==> src/rtl/health_uplink_tx_pkg.sv <==
// rtl/health_uplink_tx_pkg.sv - shared mission constants and tx state enum for the health uplink
package health_uplink_tx_pkg;

    // Task FSM state codes as seen on state_enc
    localparam logic [2:0] FSM_IDLE     = 3'd0;
    localparam logic [2:0] FSM_TRANSMIT = 3'd3;

    // Packet framing
    localparam int         PKT_LEN        = 4;
    localparam logic [1:0] LAST_IDX       = 2'(PKT_LEN - 1);
    localparam logic [7:0] DEFAULT_HEADER = 8'hA5;

    typedef enum logic [1:0] {
        TX_IDLE,
        TX_SEND,
        TX_RETRY,
        TX_DONE
    } tx_state_t;

    // Checksum byte: XOR of header, sequence number and zero-extended health
    function automatic logic [7:0] pkt_checksum(input logic [7:0] hdr,
                                                input logic [7:0] seq,
                                                input logic [1:0] health);
        return hdr ^ seq ^ {6'b0, health};
    endfunction

endpackage

==> src/rtl/health_uplink_tx_stall_timer.sv <==
// rtl/health_uplink_tx_stall_timer.sv - consecutive-stall counter for one in-flight byte
module stall_timer #(
    parameter int TIMEOUT_CYCLES = 256
) (
    input  logic clk,
    input  logic rst,
    input  logic clear,
    input  logic enable,
    output logic expired
);

    localparam int            W     = $clog2(TIMEOUT_CYCLES);
    localparam logic [W-1:0]  LIMIT = W'(TIMEOUT_CYCLES - 1);

    logic [W-1:0] count;

    // Expiry is reported on the stalled cycle that finds the count already at its limit
    assign expired = enable && (count == LIMIT);

    // Count stalled cycles; saturate at the limit, any clear wins
    always_ff @(posedge clk or posedge rst) begin
        if (rst) begin
            count <= '0;
        end else if (clear) begin
            count <= '0;
        end else if (enable && (count != LIMIT)) begin
            count <= count + 1'b1;
        end
    end

endmodule

==> src/rtl/health_uplink_tx.sv <==
// rtl/health_uplink_tx.sv - serialises a 4-byte health packet to the radio on TRANSMIT entry
module health_uplink_tx
    import health_uplink_tx_pkg::*;
#(
    parameter logic [7:0] HEADER         = DEFAULT_HEADER,
    parameter int         TIMEOUT_CYCLES = 256,
    parameter int         MAX_RETRIES    = 2
) (
    input  logic       clk,
    input  logic       rst,
    input  logic [2:0] state_enc,
    input  logic [1:0] health_status,
    input  logic       tx_ready,
    output logic [7:0] tx_data,
    output logic       tx_valid,
    output logic       transmission_complete,
    output logic       busy,
    output logic       tx_error,
    output logic [7:0] seq_num
);

    localparam int            RW          = $clog2(MAX_RETRIES + 2);
    localparam logic [RW-1:0] RETRY_LIMIT = RW'(MAX_RETRIES);

    tx_state_t     state, next_state;
    logic [2:0]    prev_state_enc;
    logic          prev_valid;
    logic [1:0]    idx, next_idx;
    logic [7:0]    pkt_seq;
    logic [1:0]    pkt_health;
    logic [RW-1:0] retry_cnt;
    logic [7:0]    next_byte;
    logic          trigger, abort, hs;
    logic          stall_clear, stall_en, stall_expired;

    // prev_valid masks the first edge after reset so a level held through reset is not an entry
    assign trigger     = prev_valid && (state_enc == FSM_TRANSMIT) && (prev_state_enc != FSM_TRANSMIT);
    assign abort       = (state_enc != FSM_TRANSMIT);
    assign hs          = tx_valid && tx_ready;
    assign stall_en    = (state == TX_SEND) && tx_valid && !tx_ready;
    assign stall_clear = (state != TX_SEND) || hs;
    assign busy        = (state != TX_IDLE);

    stall_timer #(
        .TIMEOUT_CYCLES(TIMEOUT_CYCLES)
    ) u_stall_timer (
        .clk     (clk),
        .rst     (rst),
        .clear   (stall_clear),
        .enable  (stall_en),
        .expired (stall_expired)
    );

    // Next state and byte index; final-byte handshake outranks abort, abort outranks timeout
    always_comb begin
        next_state = state;
        next_idx   = idx;
        case (state)
            TX_IDLE: begin
                if (trigger) begin
                    next_state = TX_SEND;
                    next_idx   = 2'd0;
                end
            end
            TX_SEND: begin
                if (hs && (idx == LAST_IDX)) begin
                    next_state = TX_DONE;
                end else if (abort) begin
                    next_state = TX_IDLE;
                end else if (hs) begin
                    next_idx = idx + 2'd1;
                end else if (stall_expired) begin
                    next_state = (retry_cnt < RETRY_LIMIT) ? TX_RETRY : TX_DONE;
                end
            end
            TX_RETRY: begin
                next_idx   = 2'd0;
                next_state = abort ? TX_IDLE : TX_SEND;
            end
            TX_DONE: begin
                next_state = TX_IDLE;
            end
            default: begin
                next_state = TX_IDLE;
            end
        endcase
    end

    // Byte mux; index 0 is the header constant, so packet registers need not be captured yet
    always_comb begin
        next_byte = HEADER;
        case (next_idx)
            2'd0:    next_byte = HEADER;
            2'd1:    next_byte = pkt_seq;
            2'd2:    next_byte = {6'b0, pkt_health};
            default: next_byte = pkt_checksum(HEADER, pkt_seq, pkt_health);
        endcase
    end

    // State register
    always_ff @(posedge clk or posedge rst) begin
        if (rst) begin
            state <= TX_IDLE;
        end else begin
            state <= next_state;
        end
    end

    // Track the task FSM encoding for edge detection
    always_ff @(posedge clk or posedge rst) begin
        if (rst) begin
            prev_state_enc <= FSM_IDLE;
            prev_valid     <= 1'b0;
        end else begin
            prev_state_enc <= state_enc;
            prev_valid     <= 1'b1;
        end
    end

    // Packet context, retry bookkeeping, sticky error and sequence number
    always_ff @(posedge clk or posedge rst) begin
        if (rst) begin
            idx        <= 2'd0;
            pkt_seq    <= 8'h00;
            pkt_health <= 2'b00;
            retry_cnt  <= '0;
            tx_error   <= 1'b0;
            seq_num    <= 8'h00;
        end else begin
            idx <= next_idx;
            if ((state == TX_IDLE) && trigger) begin
                pkt_seq    <= seq_num;
                pkt_health <= health_status;
                retry_cnt  <= '0;
                tx_error   <= 1'b0;
            end
            if (state == TX_RETRY) begin
                retry_cnt <= retry_cnt + 1'b1;
            end
            // Leaving SEND for DONE without a handshake means the retries ran out
            if ((state == TX_SEND) && (next_state == TX_DONE) && !hs) begin
                tx_error <= 1'b1;
            end
            if ((state == TX_DONE) && !tx_error) begin
                seq_num <= seq_num + 8'd1;
            end
        end
    end

    // Registered link outputs and completion pulse, driven from the next state
    always_ff @(posedge clk or posedge rst) begin
        if (rst) begin
            tx_valid              <= 1'b0;
            tx_data               <= 8'h00;
            transmission_complete <= 1'b0;
        end else begin
            tx_valid              <= (next_state == TX_SEND);
            tx_data               <= (next_state == TX_SEND) ? next_byte : 8'h00;
            transmission_complete <= (next_state == TX_DONE);
        end
    end

endmodule

==> config.mk <==
export PLATFORM = sky130hd
export DESIGN_NAME = health_uplink_tx
export DESIGN_NICKNAME = d
export VERILOG_FILES = /design/src/rtl/health_uplink_tx_pkg.sv /design/src/rtl/health_uplink_tx_stall_timer.sv /design/src/rtl/health_uplink_tx.sv
export SDC_FILE = /design/constraint.sdc
export NUM_CORES = 1
export LEC_CHECK = 0
export CAP_MARGIN = 30
export CORE_UTILIZATION = 45
export CTS_BUF_LIST = sky130_fd_sc_hd__clkbuf_4 sky130_fd_sc_hd__clkbuf_8
export DETAILED_ROUTE_END_ITERATION = 10
export DONT_BUFFER_PORTS = 1
export HOLD_SLACK_MARGIN = 0.08
export PLACE_DENSITY_LB_ADDON = 0.2
export SKIP_CTS_REPAIR_TIMING = 1
export SYNTH_ARGS = -nofsm -noshare
export SYNTH_HDL_FRONTEND = slang
export SYNTH_SLANG_ARGS = --single-unit
==> constraint.sdc <==
create_clock -name clk -period 2.3 [get_ports clk]
set_input_delay 0.23 -clock clk [delete_from_list [all_inputs] [get_ports clk]]
set_output_delay 0.23 -clock clk [all_outputs]
set_load 0.02 [all_outputs]
==> impl_metrics.tcl <==
set metrics [dict create \
    outcome "complete, no violations" \
    clockBufferDepth 2 \
    cp.buffers_inverters 0 \
    drc_errors 0 \
    rsz0062_at_grt "false" \
    dp_slack_ns 0.291 \
    mostFrequentLayoutCells "dfrtp_1 (47), nand2_1 (15), nor2_1 (14), xor2_1 (10), nand3_1 (10)" \
    io_buffers 0 \
    synth.distinct_cells 52 \
    wl_per_cell_um 15.5 \
    cts_root_buf "clkbuf_8" \
    fin_ws_ns 0.261 \
    first_iter_violations 80 \
    path_depth 6 \
    leakage_nw 1.15 \
    synth-edff-count 0 \
    initial_utilization 0.476 \
    setup_violations 0 \
    worstPathArrival_ns 2.20 \
    min_period_ns 2.04 \
    ant_nets 0 \
    firstDrtPassIters 4 \
    antenna_cells 0 \
    path_cells "ha_1, and4bb_4, a21oi_1, a221oi_4, o221a_1, nor3_1" \
    die-height_um 73.4 \
    tightestPinTransition_ns 0.568 \
    crit_type "flip-flop to flip-flop" \
    r2r-end "tx_data[0]" \
    peakVddDrop_mv 0.358 \
    slowest_stage "dfrtp_1" \
    hp-class "primary input to flip-flop" \
    cp.required_ns 2.46 \
    mostFrequentLayoutCell "dfrtp_1" \
    vias 1587 \
    via_per_inst 5.57 \
    rr_startpoint "idx[1]" \
    syn_to_final_growth_pct 11.0 \
    regArea_sq_um 1180 \
    gp_congestion 0.809 \
    grt_first_pass_wirelength_um 7480 \
    grt.overflow.total 0 \
    cts_buffers 5 \
    startpoint "idx[1]" \
    rows 25 \
    nets 228 \
    grt_pass1_vias 1503 \
    met2_usage 0.295 \
    setup-tns-final_ns 0 \
    synthArstFlopShare 1.00 \
    busiest_layer "met2" \
    grtUsageMet1 0.238 \
    n_fill_cell 450 \
    maxSlewHeadroom 0.621 \
    synth_seq_cells 47 \
    hold_slack_ns 0.265 \
    syn_area_sq_um 2290 \
    cts_tree "yes" \
    r2r_setup_slack_ns 0.26 \
    cpPeakStageDelay_ns 0.44 \
    hold_viol_final 0 \
    dieWidth_um 73.4 \
    dp_hpwl_um 3150 \
    synthesis.nets 217 \
    crit_family "compound AO/OA/AOI/OAI gates" \
    start_kind "flip-flop" \
    cap_violations 0 \
    crit_end "tx_data[0]" \
    clk_latency_ns 0.30 \
    cts_sinks 47 \
    holdPathStages 3 \
    ff2ff_path_depth 6 \
    timing.final.crit_share 0.887 \
    cts.clk_slew.worst_paths_ns 0.09 \
    synth_ff_type "dfrtp_1" \
    h-tree-depth 2 \
    synth_seq_area_share 0.513 \
    avgSynthCellArea_sq_um 11.1 \
    die-area_sq_um 5390 \
    ys_warn_count 0 \
    drive_gt1_frac 0.138 \
    core_sq_um 4820 \
    fmax_ghz 0.490 \
    routed_wl_um 4420 \
    antenna_found_initial 0 \
    multiInputGateArea_sq_um 1040 \
    skew_ns 0.00572 \
    endpoint_kind "flip-flop" \
    finalMaxSlewViolations 0 \
    synthCells 206 \
    powerDensity_nw_per_um2 579 \
    grt_usage 0.183 \
    grtUsageMet3 0.0466 \
    crit_fanout 8 \
    pin_count 28 \
    grt_max_degree 48 \
]
==> synthesized netlist by cell type (2+ instances only) <==
cell type / n / share of area
a21oi_1: 7 / 0.015
a221oi_1: 2 / 0.0076
and2_1: 3 / 0.0082
and3_1: 5 / 0.014
and3b_1: 2 / 0.0076
buf_6: 2 / 0.0098
clkbuf_1: 4 / 0.0065
dfrtp_1: 47 / 0.51
ha_1: 3 / 0.016
inv_1: 10 / 0.016
mux2_1: 7 / 0.034
mux2_2: 4 / 0.020
nand2_1: 15 / 0.025
nand3_1: 10 / 0.022
nand3b_1: 4 / 0.013
nand4_1: 7 / 0.019
nor2_1: 14 / 0.023
nor2b_1: 4 / 0.011
nor3_1: 3 / 0.0065
nor3b_2: 3 / 0.016
o21ai_0: 5 / 0.011
xnor2_1: 6 / 0.023
xor2_1: 10 / 0.038
==> sequential cells by signal, indices dropped and copies added, names as in the netlist, 2 cells and up <==
signal / flops
idx: 2
pkt_health: 2
pkt_seq: 8
prev_state_enc: 3
retry_cnt: 2
seq_num: 8
state: 2
tx_data: 8
u_stall_timer.count: 8
==> layout make-up <==
type	instances	area share
clock buffer	6	0.0300
clock inverter	2	0.00639
inverter	10	0.0147
sequential	47	0.462
multi-input combinational	142	0.408
timing repair buffer	11	0.0462
tap	67	0.0329
==> per-stage QoR <==
| step | cell area (sq um) | power [mW] | utilization | cells |
|---|---|---|---|---|
| 3_3_place_gp | 2370 | 0.966 | 0.491 | 270 |
| 4_1_cts | 2460 | 1.48 | 0.510 | 278 |
| 3_5_place_dp | 2370 | 0.970 | 0.491 | 270 |
| 2_1_floorplan | 2290 | 0.948 | - | 206 |
| 5_1_grt | 2550 | 1.53 | 0.529 | 285 |
| 6_report | 2550 | 1.47 | 0.529 | 285 |
==> worst min path at each step <==
stage	from	to
2_1_floorplan	state_enc[0]	prev_state_enc[0]
3_3_place_gp	state_enc[2]	prev_state_enc[2]
3_5_place_dp	state_enc[2]	prev_state_enc[2]
4_1_cts	state_enc[2]	prev_state_enc[2]
5_1_grt	tx_ready	state[1]
6_report	tx_ready	state[1]
==> power by group <==
| part | internal [mW] | switching (mW) | leakage [nW] |
|---|---|---|---|
| sequential | 0.847 | 0.0225 | 0.642 |
| combinational | 0.0398 | 0.0559 | 0.464 |
| clock | 0.230 | 0.278 | 0.0452 |
| total | 1.12 | 0.356 | 1.15 |
==> per-layer routing <==
layer	routed length (um)	part of all wire	vias up
met4	65	0.015	0
met1	2000	0.45	787
met2	2150	0.49	43
met5	0	0	-
li1	-	-	749
met3	204	0.046	8
==> worst register-to-register path: stages (launching register included) <==
cell and delay [ns]:
dfrtp_1 0.44, ha_1 0.23, and4bb_4 0.39, a21oi_1 0.11
a221oi_4 0.41, o221a_1 0.27, nor3_1 0.05
==> cells by family after synthesis <==
kind of cell    share of synthesized area
simple gates                        0.208
flops                               0.513
compound gates                      0.107
buf+inv                            0.0349
xor+xnor                           0.0611
mux                                0.0583
fa+ha+maj                          0.0164
other cells                       0.00163
(Power assumes the default switching activity.)
